## config.mk

```make
export PLATFORM = sky130hd
export DESIGN_NAME = dbg_seg_router
export DESIGN_NICKNAME = d
export VERILOG_FILES = /design/src/rtl/dbg_seg_router.sv
export SDC_FILE = /design/constraint.sdc
export NUM_CORES = 1
export LEC_CHECK = 0
export BUFFER_PORTS_ARGS = -buffer_cell sky130_fd_sc_hd__buf_4
export CAP_MARGIN = 30
export CORE_MARGIN = 2
export CORE_UTILIZATION = 42
export CTS_CLUSTER_DIAMETER = 150
export DETAILED_ROUTE_END_ITERATION = 16
export HOLD_SLACK_MARGIN = 0.03
export PLACE_DENSITY = 0.74
export SLEW_MARGIN = 20
export SYNTH_ARGS = -nofsm -noshare
export SYNTH_HDL_FRONTEND = slang
export SYNTH_SLANG_ARGS = --single-unit
```

## constraint.sdc

```tcl
create_clock -name clk -period 4.7 [get_ports clk]
set_input_delay 0.47 -clock clk [delete_from_list [all_inputs] [get_ports clk]]
set_output_delay 0.47 -clock clk [all_outputs]
set_load 0.005 [all_outputs]
```

## src/rtl/dbg_seg_router.sv

```systemverilog
// dbg_seg_router: single-master debug transaction controller.
// Decodes a 14-bit host address into segment/offset, rejects illegal
// offsets locally, runs a req/ack handshake with the selected segment
// target (with timeout) and returns one response to the host.
module dbg_seg_router #(
  parameter int Timeout_cycles = 256,
  parameter int Data_width     = 8
) (
  input  logic                    clk,
  input  logic                    rst,
  input  logic                    host_req_valid,
  output logic                    host_req_ready,
  input  logic                    host_req_write,
  input  logic [13:0]             host_req_addr,
  input  logic [Data_width-1:0]   host_req_wdata,
  output logic                    host_rsp_valid,
  input  logic                    host_rsp_ready,
  output logic [Data_width-1:0]   host_rsp_rdata,
  output logic                    host_rsp_err,
  output logic [3:0]              tgt_req,
  output logic                    tgt_write,
  output logic [11:0]             tgt_addr,
  output logic [Data_width-1:0]   tgt_wdata,
  input  logic [3:0]              tgt_ack,
  input  logic [4*Data_width-1:0] tgt_rdata
);

  localparam int CW = $clog2(Timeout_cycles + 1);
  localparam logic [CW-1:0] CNT_LAST = CW'(Timeout_cycles - 1);
  localparam logic [CW-1:0] CNT_MAX  = CW'(Timeout_cycles);

  typedef enum logic [1:0] {IDLE, ISSUE, RESP} state_t;

  state_t                state_reg, state_next;
  logic [CW-1:0]         cnt_reg, cnt_next;
  logic [3:0]            req_reg, req_next;
  logic [1:0]            seg_reg, seg_next;
  logic                  write_reg, write_next;
  logic [11:0]           addr_reg, addr_next;
  logic [Data_width-1:0] wdata_reg, wdata_next;
  logic                  rsp_valid_reg, rsp_valid_next;
  logic [Data_width-1:0] rdata_reg, rdata_next;
  logic                  err_reg, err_next;

  // Per-segment read data split into lanes so the selected one can be indexed by segment.
  logic [Data_width-1:0] lane_rdata [4];
  genvar gi;
  generate
    for (gi = 0; gi < 4; gi++) begin : g_lane
      assign lane_rdata[gi] = tgt_rdata[gi*Data_width +: Data_width];
    end
  endgenerate

  // Offset legality per segment; CTL debug registers at 0x004..0x006 are read-only.
  function automatic logic offset_legal(input logic [1:0] seg, input logic [11:0] off,
                                        input logic wr);
    logic legal;
    legal = 1'b0;
    case (seg)
      2'd0: legal = (off == 12'h000) ||
                    (off >= 12'h004 && off <= 12'h006 && !wr) ||
                    (off >= 12'h008 && off <= 12'h00F);
      2'd1, 2'd2: legal = 1'b1;
      default: legal = ((off & 12'hFF8) == 12'h000) || ((off & 12'hFF8) == 12'h010);
    endcase
    return legal;
  endfunction

  // State and datapath registers; reset discards any transaction in flight.
  always_ff @(posedge clk) begin
    if (rst) begin
      state_reg     <= IDLE;
      cnt_reg       <= '0;
      req_reg       <= '0;
      seg_reg       <= '0;
      write_reg     <= 1'b0;
      addr_reg      <= '0;
      wdata_reg     <= '0;
      rsp_valid_reg <= 1'b0;
      rdata_reg     <= '0;
      err_reg       <= 1'b0;
    end else begin
      state_reg     <= state_next;
      cnt_reg       <= cnt_next;
      req_reg       <= req_next;
      seg_reg       <= seg_next;
      write_reg     <= write_next;
      addr_reg      <= addr_next;
      wdata_reg     <= wdata_next;
      rsp_valid_reg <= rsp_valid_next;
      rdata_reg     <= rdata_next;
      err_reg       <= err_next;
    end
  end

  // Next-state logic: accept/decode in IDLE, handshake with timeout in ISSUE, hold response in RESP.
  always_comb begin
    state_next     = state_reg;
    cnt_next       = cnt_reg;
    req_next       = req_reg;
    seg_next       = seg_reg;
    write_next     = write_reg;
    addr_next      = addr_reg;
    wdata_next     = wdata_reg;
    rsp_valid_next = rsp_valid_reg;
    rdata_next     = rdata_reg;
    err_next       = err_reg;
    case (state_reg)
      IDLE: begin
        if (host_req_valid) begin
          seg_next   = host_req_addr[13:12];
          write_next = host_req_write;
          addr_next  = host_req_addr[11:0];
          wdata_next = host_req_wdata;
          cnt_next   = '0;
          if (offset_legal(host_req_addr[13:12], host_req_addr[11:0], host_req_write)) begin
            req_next   = 4'b0001 << host_req_addr[13:12];
            state_next = ISSUE;
          end else begin
            rsp_valid_next = 1'b1;
            err_next       = 1'b1;
            rdata_next     = '0;
            state_next     = RESP;
          end
        end
      end
      ISSUE: begin
        cnt_next = (cnt_reg == CNT_MAX) ? cnt_reg : cnt_reg + CW'(1);
        // A matching ack takes priority over a timeout landing in the same cycle.
        if (tgt_ack[seg_reg]) begin
          req_next       = '0;
          rsp_valid_next = 1'b1;
          err_next       = 1'b0;
          rdata_next     = write_reg ? '0 : lane_rdata[seg_reg];
          state_next     = RESP;
        end else if (cnt_reg == CNT_LAST) begin
          req_next       = '0;
          rsp_valid_next = 1'b1;
          err_next       = 1'b1;
          rdata_next     = '1;
          state_next     = RESP;
        end
      end
      RESP: begin
        if (host_rsp_ready) begin
          rsp_valid_next = 1'b0;
          rdata_next     = '0;
          err_next       = 1'b0;
          cnt_next       = '0;
          state_next     = IDLE;
        end
      end
      default: state_next = IDLE;
    endcase
  end

  assign host_req_ready = (state_reg == IDLE) && !rst;
  assign host_rsp_valid = rsp_valid_reg;
  assign host_rsp_rdata = rdata_reg;
  assign host_rsp_err   = err_reg;
  assign tgt_req        = req_reg;
  assign tgt_write      = write_reg;
  assign tgt_addr       = addr_reg;
  assign tgt_wdata      = wdata_reg;

endmodule

```

==> run_results.csv, run 1 <==
group,metric,value,unit
outcome,run_status,"complete, no violations",
pwr,switching_power,314,µW
cts,cts.reportedPaths.clkPinSlew,90,ps
pwr,p_total,1030,µW
cts,cts-root-buf,"clkbuf_8",
floorplanning,core_area,5610,µm²
placement,pre_cts_slack,2290,ps
cts,worstSkewPairLatency,300,ps
timing,relSlewSlack,47.5,%
timing,clock.fmax,0.433,GHz
synth,netlist_instances,273,
setup_path,slowest_stage,"dfxtp_1",
pwr,sw_frac_of_total,30.4,%
grt,grt_start_max_net_pins,33,
timing,worst_pin_slew,787,ps
pwr,cellPowerDensity,310,nW/µm²
detailed_routing,drtPass1Iterations,4,
timing,maxSlewViolCount,0,
detailed_routing,viasPerCell,5.26,
setup_path,crit_top_cell,"ha_1",
synth,ys.flop_type,"dfxtp_1",
detailed_routing,drt_iter0_markers,52,
finish,antenna_cells,0,
timing,holdWs,386,ps
finish,drive_gt1_share,35.3,%
cts,cts_tree,"done",
cts,cts_setup_buffers,0,
grt,grt-ovfl-total,0,
setup_path,slowest_delay,330,ps
pwr,combPwrFrac,29.0,%
synth,ys_async_sr_fraction,0,%
setup_path,cp.required,4940,ps
worst_hold_path,hp-class,"in -> reg",
timing,clock_skew,14.4,ps
floorplanning,start_util,44.1,%
flow_run,drv_cap,0,
synth,seq_area_frac_synth,38.9,%
cts,ctsHoldBuffers,0,
setup_path,critPathKind,"reg -> reg",
synth,synth.distinct_cells,51,
cts,cts.sinks,48,
setup_path,path_cells,"ha_1 -> and4_1 -> and3_1 -> ha_1 -> or2_2 -> o22a_4 -> and2_4 -> o41ai_4 -> a32o_2",
cts,post_cts_resized,0,
floorplanning,die_w,80.7,µm
cts,htreeDepth,2,
synth,ys_ff_latch,48,
synth,yosys_warnings,0,
detailed_routing,wl_per_cell,13.8,µm
setup_path,rr_startpoint,"cnt_reg[0]",
cts,cts_buffers,5,
grt,grt_pass1_vias,2121,
synth,yosysTopAreaCellShare,38.9,%
pwr,pwr-share-clk,24.4,%
timing,rsz0062_at_grt,"false",
finish,area_growth,35.0,%
floorplanning,num_rows,27,
finish,post-route-util,59.5,%
timing,min_period,2310,ps
synth,synth_edf_count,0,
synth,yosys.area.top_type,"dfxtp_1",
setup_path,reg2reg_depth,9,
pwr,vdd_drop_max,168,µV
pwr,power_leakage,0.00148,µW
floorplanning,die_h,80.7,µm
timing,final_hold_viol_count,0,
pwr,p_int,719,µW
floorplanning,pin_count,99,
placement,gp_congestion,0.820,
finish,nets,435,
setup_path,r2r-end,"tgt_req[2]",
grt,grt_first_pass_wirelength,9550,µm
grt,antenna_found_initial,0,
setup_path,end_kind,"flop",
detailed_routing,drc,0,
placement,numPortBuffers,98,
finish,num-fill-cells,538,
timing,fin_crit_sh,49.1,%
setup_path,endpoint,"tgt_req[2]",
placement,hpwl,4580,µm
timing,setup_viol,0,
floorplanning,die_area,6510,µm²
setup_path,critPathLaunchType,"flop",
synth,syn_avg_cell_area,9.05,µm²
finish,largest_register_ff_count,12,
setup_path,critPathLaunch,"cnt_reg[0]",
detailed_routing,ant_nets,0,
synth,synth_nets,343,
setup_path,critical_path_peak_fanout,4,
timing,finalSetupTns,0,ps
synth,ys_top_cells_by_area,"dfxtp_1 39%, nand2_1 8.2%, mux2i_1 7.7%",
cts,clockBufferDepth,2,
setup_path,regToRegSetupSlack,2390,ps
grt,grt_usage,18.6,%
detailed_routing,vias,2300,
detailed_routing,wl,6040,µm
timing,timing.final.ws_setup,2390,ps
synth,synth_area,2470,µm²
setup_path,crit_arrival,2550,ps
pwr,seq_power_share,46.7,%
[worst max-delay path, delay by kind of cell (launching register included)]
family,cells,cell delay [ps]
fa+ha+maj,2,410
compound gates,3,680
simple gates,4,830
flops,1,330
[layout by cell type, fill, tap and decap left out, types with 3 or more instances in the layout]
cell type,count
dfxtp_1,48
clkbuf_8,6
and3_1,3
nor4_2,3
mux2i_1,19
a21oi_1,26
o211a_1,8
a32o_2,4
nor2_1,14
buf_4,98
nand2b_1,5
o21ai_0,3
nand2_1,54
xor2_1,6
inv_1,10
o221ai_1,8
ha_1,7
[routing by layer]
| layer | vias up | GRT usage [%] | routed length [µm] |
|---|---|---|---|
| met5 | - | 0 | 0 |
| met4 | 0 | 6.44 | 55 |
| met3 | 7 | 5.17 | 548 |
| met2 | 75 | 29.1 | 2720 |
| met1 | 1058 | 24.6 | 2720 |
| li1 | 1160 | - | - |
[worst min path at each step]
| stage | startpoint | endpoint | slack [ps] | depth (start not counted) |
|---|---|---|---|---|
| 2_1_floorplan | cnt_reg[8] | cnt_reg[8] | 440 | 2 |
| 3_3_place_gp | tgt_addr[3] | tgt_addr[3] | 440 | 2 |
| 3_5_place_dp | tgt_wdata[6] | tgt_wdata[6] | 450 | 2 |
| 4_1_cts | host_rsp_ready | state_reg[1] | 380 | 2 |
| 5_1_grt | host_rsp_ready | state_reg[1] | 380 | 2 |
| 6_report | host_rsp_ready | state_reg[1] | 390 | 2 |
[power groups by stage]
stage          Clock [µW]  Combinational [µW]  Sequential, µW
3_3_place_gp            0                 293             494
3_5_place_dp            0                 298             495
6_report              252                 300             482
5_1_grt               275                 333             488
2_1_floorplan           0                 181             481
4_1_cts               263                 298             486
[synthesized netlist by cell type, types with 2 or more instances]
master	instances
o211a_1	8
o21ai_0	3
o21ai_1	2
or3_1	2
a32oi_1	2
nand2b_1	5
buf_2	2
a32o_2	4
or2_2	2
a21oi_1	26
nor4b_1	2
dfxtp_1	48
o221ai_2	2
inv_1	10
mux2i_1	19
ha_1	7
o221ai_1	8
and2_1	2
nand2_1	54
clkbuf_1	8
nand3b_1	2
nor4_2	3
nor2_1	14
o211ai_1	2
and3_1	3
nor3_1	2
buf_1	2
xor2_1	6
[through the flow]
| stage | std cells | area (µm²) |
|---|---|---|
| detailed placement | 429 | 3230 |
| global route | 437 | 3340 |
| global placement | 429 | 3230 |
| floorplan | 273 | 2470 |
| finish | 437 | 3340 |
| CTS | 436 | 3320 |
[layout make-up]
cell class	count	area [µm²]	area share, %
multi-input combinational	201	1410	42.1
sequential	48	961	28.8
timing repair buffer	99	751	22.5
tap	72	90.1	2.70
clock buffer	6	82.6	2.47
inverter	10	37.5	1.12
clock inverter	1	8.76	0.262
[kinds of logic (layout without fill, tap and decap cells)]
family | after synthesis | in the layout | share of synthesized area [%]
xor gates and xnor gates | 7 | 7 | 2.48
adders and majority gates | 7 | 7 | 3.54
buffers and inverters | 24 | 116 | 4.20
and+or+nand+nor | 98 | 98 | 19.1
muxes | 21 | 21 | 8.76
DFF | 48 | 48 | 38.9
AOI/OAI and AO/OA | 68 | 68 | 23.0
Note: power is estimated with default switching activity, not from simulation.
==> inputs of run 2 (changes only) <==
==> constraint.sdc (replaced) <==
create_clock -name clk -period 2.25 [get_ports clk]
set_input_delay 0.225 -clock clk [delete_from_list [all_inputs] [get_ports clk]]
set_output_delay 0.225 -clock clk [all_outputs]
set_load 0.005 [all_outputs]
==> run 2 against run 1 <==
Effect of this change: clock power rose to 2.5 times the previous value; core utilization up 2.4 points; sequential power up 110%; power up 120%; non-clock buffer count up 11; clock skew down 4.8 ps; sequential share of layout area down 1.0 points; critical endpoint is now tgt_req[3]; largest cell class unchanged.
==> run_results.csv, run 2 (synthesized netlist as in run 1, its figures left out) <==
group,metric,value,unit
worst_hold_path,hold_start,"host_rsp_ready",
cts,cts_buffers,5,
setup_path,critical_path_peak_fanout,4,
pwr,p_total,2300,µW
detailed_routing,drt_iter0_markers,97,
grt,grt_first_pass_wirelength,10200,µm
timing,clock_skew,9.55,ps
pwr,seq_power_share,43.4,%
setup_path,end_kind,"flop",
cts,cts-root-buf,"clkbuf_8",
timing,rsz0062_at_grt,"false",
placement,dp.cells,439,
pwr,switching_power,685,µW
finish,multi_input_area,1430,µm²
placement,post_dp_cell_area,3320,µm²
floorplanning,die_w,80.7,µm
floorplanning,die_h,80.7,µm
worst_hold_path,hold_path_end,"state_reg[1]",
grt,grt_usage,20.0,%
timing,worst_pin_slew,791,ps
timing,maxSlewViolCount,0,
placement,gp_congestion,0.855,
worst_hold_path,hp-class,"in -> reg",
timing,final_hold_viol_count,0,
detailed_routing,ant_nets,0,
pwr,power_leakage,0.00155,µW
floorplanning,die_area,6510,µm²
floorplanning,start_util,44.1,%
cts,cts.reportedPaths.clkPinSlew,90,ps
placement,pre_cts_slack,-12.5,ps
finish,finish.instance_area,3470,µm²
detailed_routing,wl_per_cell,14.2,µm
floorplanning,num_rows,27,
timing,timing.final.ws_setup,94.4,ps
detailed_routing,wl,6380,µm
finish,fin_cells,449,
timing,min_period,2160,ps
finish,area_growth,40.6,%
setup_path,regToRegSetupSlack,90,ps
grt,antenna_found_initial,0,
detailed_routing,drtPass1Iterations,4,
setup_path,crit_arrival,2400,ps
finish,final_common_cell,"buf_4",
finish,num-fill-cells,510,
timing,clock.fmax,0.464,GHz
setup_path,rr_startpoint,"cnt_reg[4]",
finish,antenna_cells,0,
finish,drive_gt1_share,39.0,%
detailed_routing,viasPerCell,5.14,
setup_path,reg2reg_depth,9,
setup_path,cp.required,2500,ps
worst_hold_path,holdPathStages,2,
flow_run,drv_cap,0,
grt,grt-ovfl-total,0,
pwr,pwr-share-clk,27.4,%
cts,cts_tree,"done",
pwr,vdd_drop_max,298,µV
pwr,cellPowerDensity,662,nW/µm²
finish,regArea,965,µm²
setup_path,r2r-end,"tgt_req[3]",
cts,htreeDepth,2,
detailed_routing,drc,0,
timing,fin_crit_sh,95.8,%
pwr,combPwrFrac,29.2,%
floorplanning,core_area,5610,µm²
cts,ctsHoldBuffers,0,
timing,setup_viol,0,
floorplanning,pin_count,99,
setup_path,critPathLaunchType,"flop",
finish,final_cell_mix,"109 x buf_4, 54 x nand2_1, 45 x dfxtp_1, 26 x a21oi_1, 19 x mux2i_1",
pwr,sw_frac_of_total,29.8,%
outcome,run_status,"complete, no violations",
cts,cts.sinks,48,
cts,worstSkewPairLatency,300,ps
timing,relSlewSlack,47.2,%
placement,hpwl,4920,µm
pwr,p_int,1620,µW
cts,clockBufferDepth,2,
finish,largest_register_ff_count,12,
grt,grt_pass1_vias,2299,
finish,nets,446,
placement,numPortBuffers,98,
grt,grt_start_max_net_pins,33,
timing,finalSetupTns,0,ps
detailed_routing,vias,2309,
setup_path,critPathKind,"reg -> reg",
==> run 2: changes by cell type in the layout (fill, tap and decap cells not counted), moves of 2 or more <==
cell	delta
dfxtp_2	+3
dfxtp_1	-3
ha_1	-2
buf_4	+11
==> run 2: critical path, cell delays in order (launching register included) <==
cell,delay (ps)
dfxtp_2,330
and2_4,160
and4_1,200
and3_1,180
ha_2,170
or2_4,220
o22a_4,200
and2_4,180
o41ai_4,290
a32o_2,180
==> run 2: power groups by stage <==
stage	registers, µW	logic [µW]	clock network [µW]
final	998	671	631
after global routing	1010	737	677
after CTS	997	678	647
after detailed placement	1020	671	0
after global placement	1010	659	0
after floorplan	1000	379	0
==> run 2: worst max-delay path by stage <==
stage                          start                 to  slack (ps)  cells past startpoint
after global routing      cnt_reg[4]         tgt_req[3]           9                      9
after global placement    cnt_reg[0]  host_rsp_rdata[7]          10                      9
after detailed placement  cnt_reg[0]  host_rsp_rdata[7]         -10                      9
after floorplan           cnt_reg[0]  host_rsp_rdata[7]          90                      9
final                     cnt_reg[4]         tgt_req[3]          90                      9
after CTS                 cnt_reg[0]         tgt_req[3]           9                      9
==> run 2: layout make-up <==
type / count / area share, %
Sequential cell: 48 / 27.8
Inverter: 10 / 1.08
Clock buffer: 5 / 1.98
Clock inverter: 3 / 1.37
Timing Repair Buffer: 110 / 24.1
Tap cell: 72 / 2.59
Multi-Input combinational cell: 201 / 41.1
==> run 2: what timing repair did <==
item                                   CTS  global route
endpoints found under the hold margin    0             0
setup endpoints to repair               12            13
setup buffers                            2             0
pin swaps                                1             1
resized for setup                        4             4
==> run 2: per-layer routing <==
metal,global-route usage (%),up-vias,part of all wire [%]
met5,0,-,0
met4,5.25,0,0.97
met3,5.51,6,7.5
met2,34.6,73,47
met1,24.5,1048,44
li1,-,1182,-
==> run 2: per-stage QoR <==
step	hold slack (ps)	utilization (%)
floorplan	327	-
global placement	443	59.2
detailed placement	450	59.2
CTS	134	61.6
global route	150	61.9
finish	149	61.9
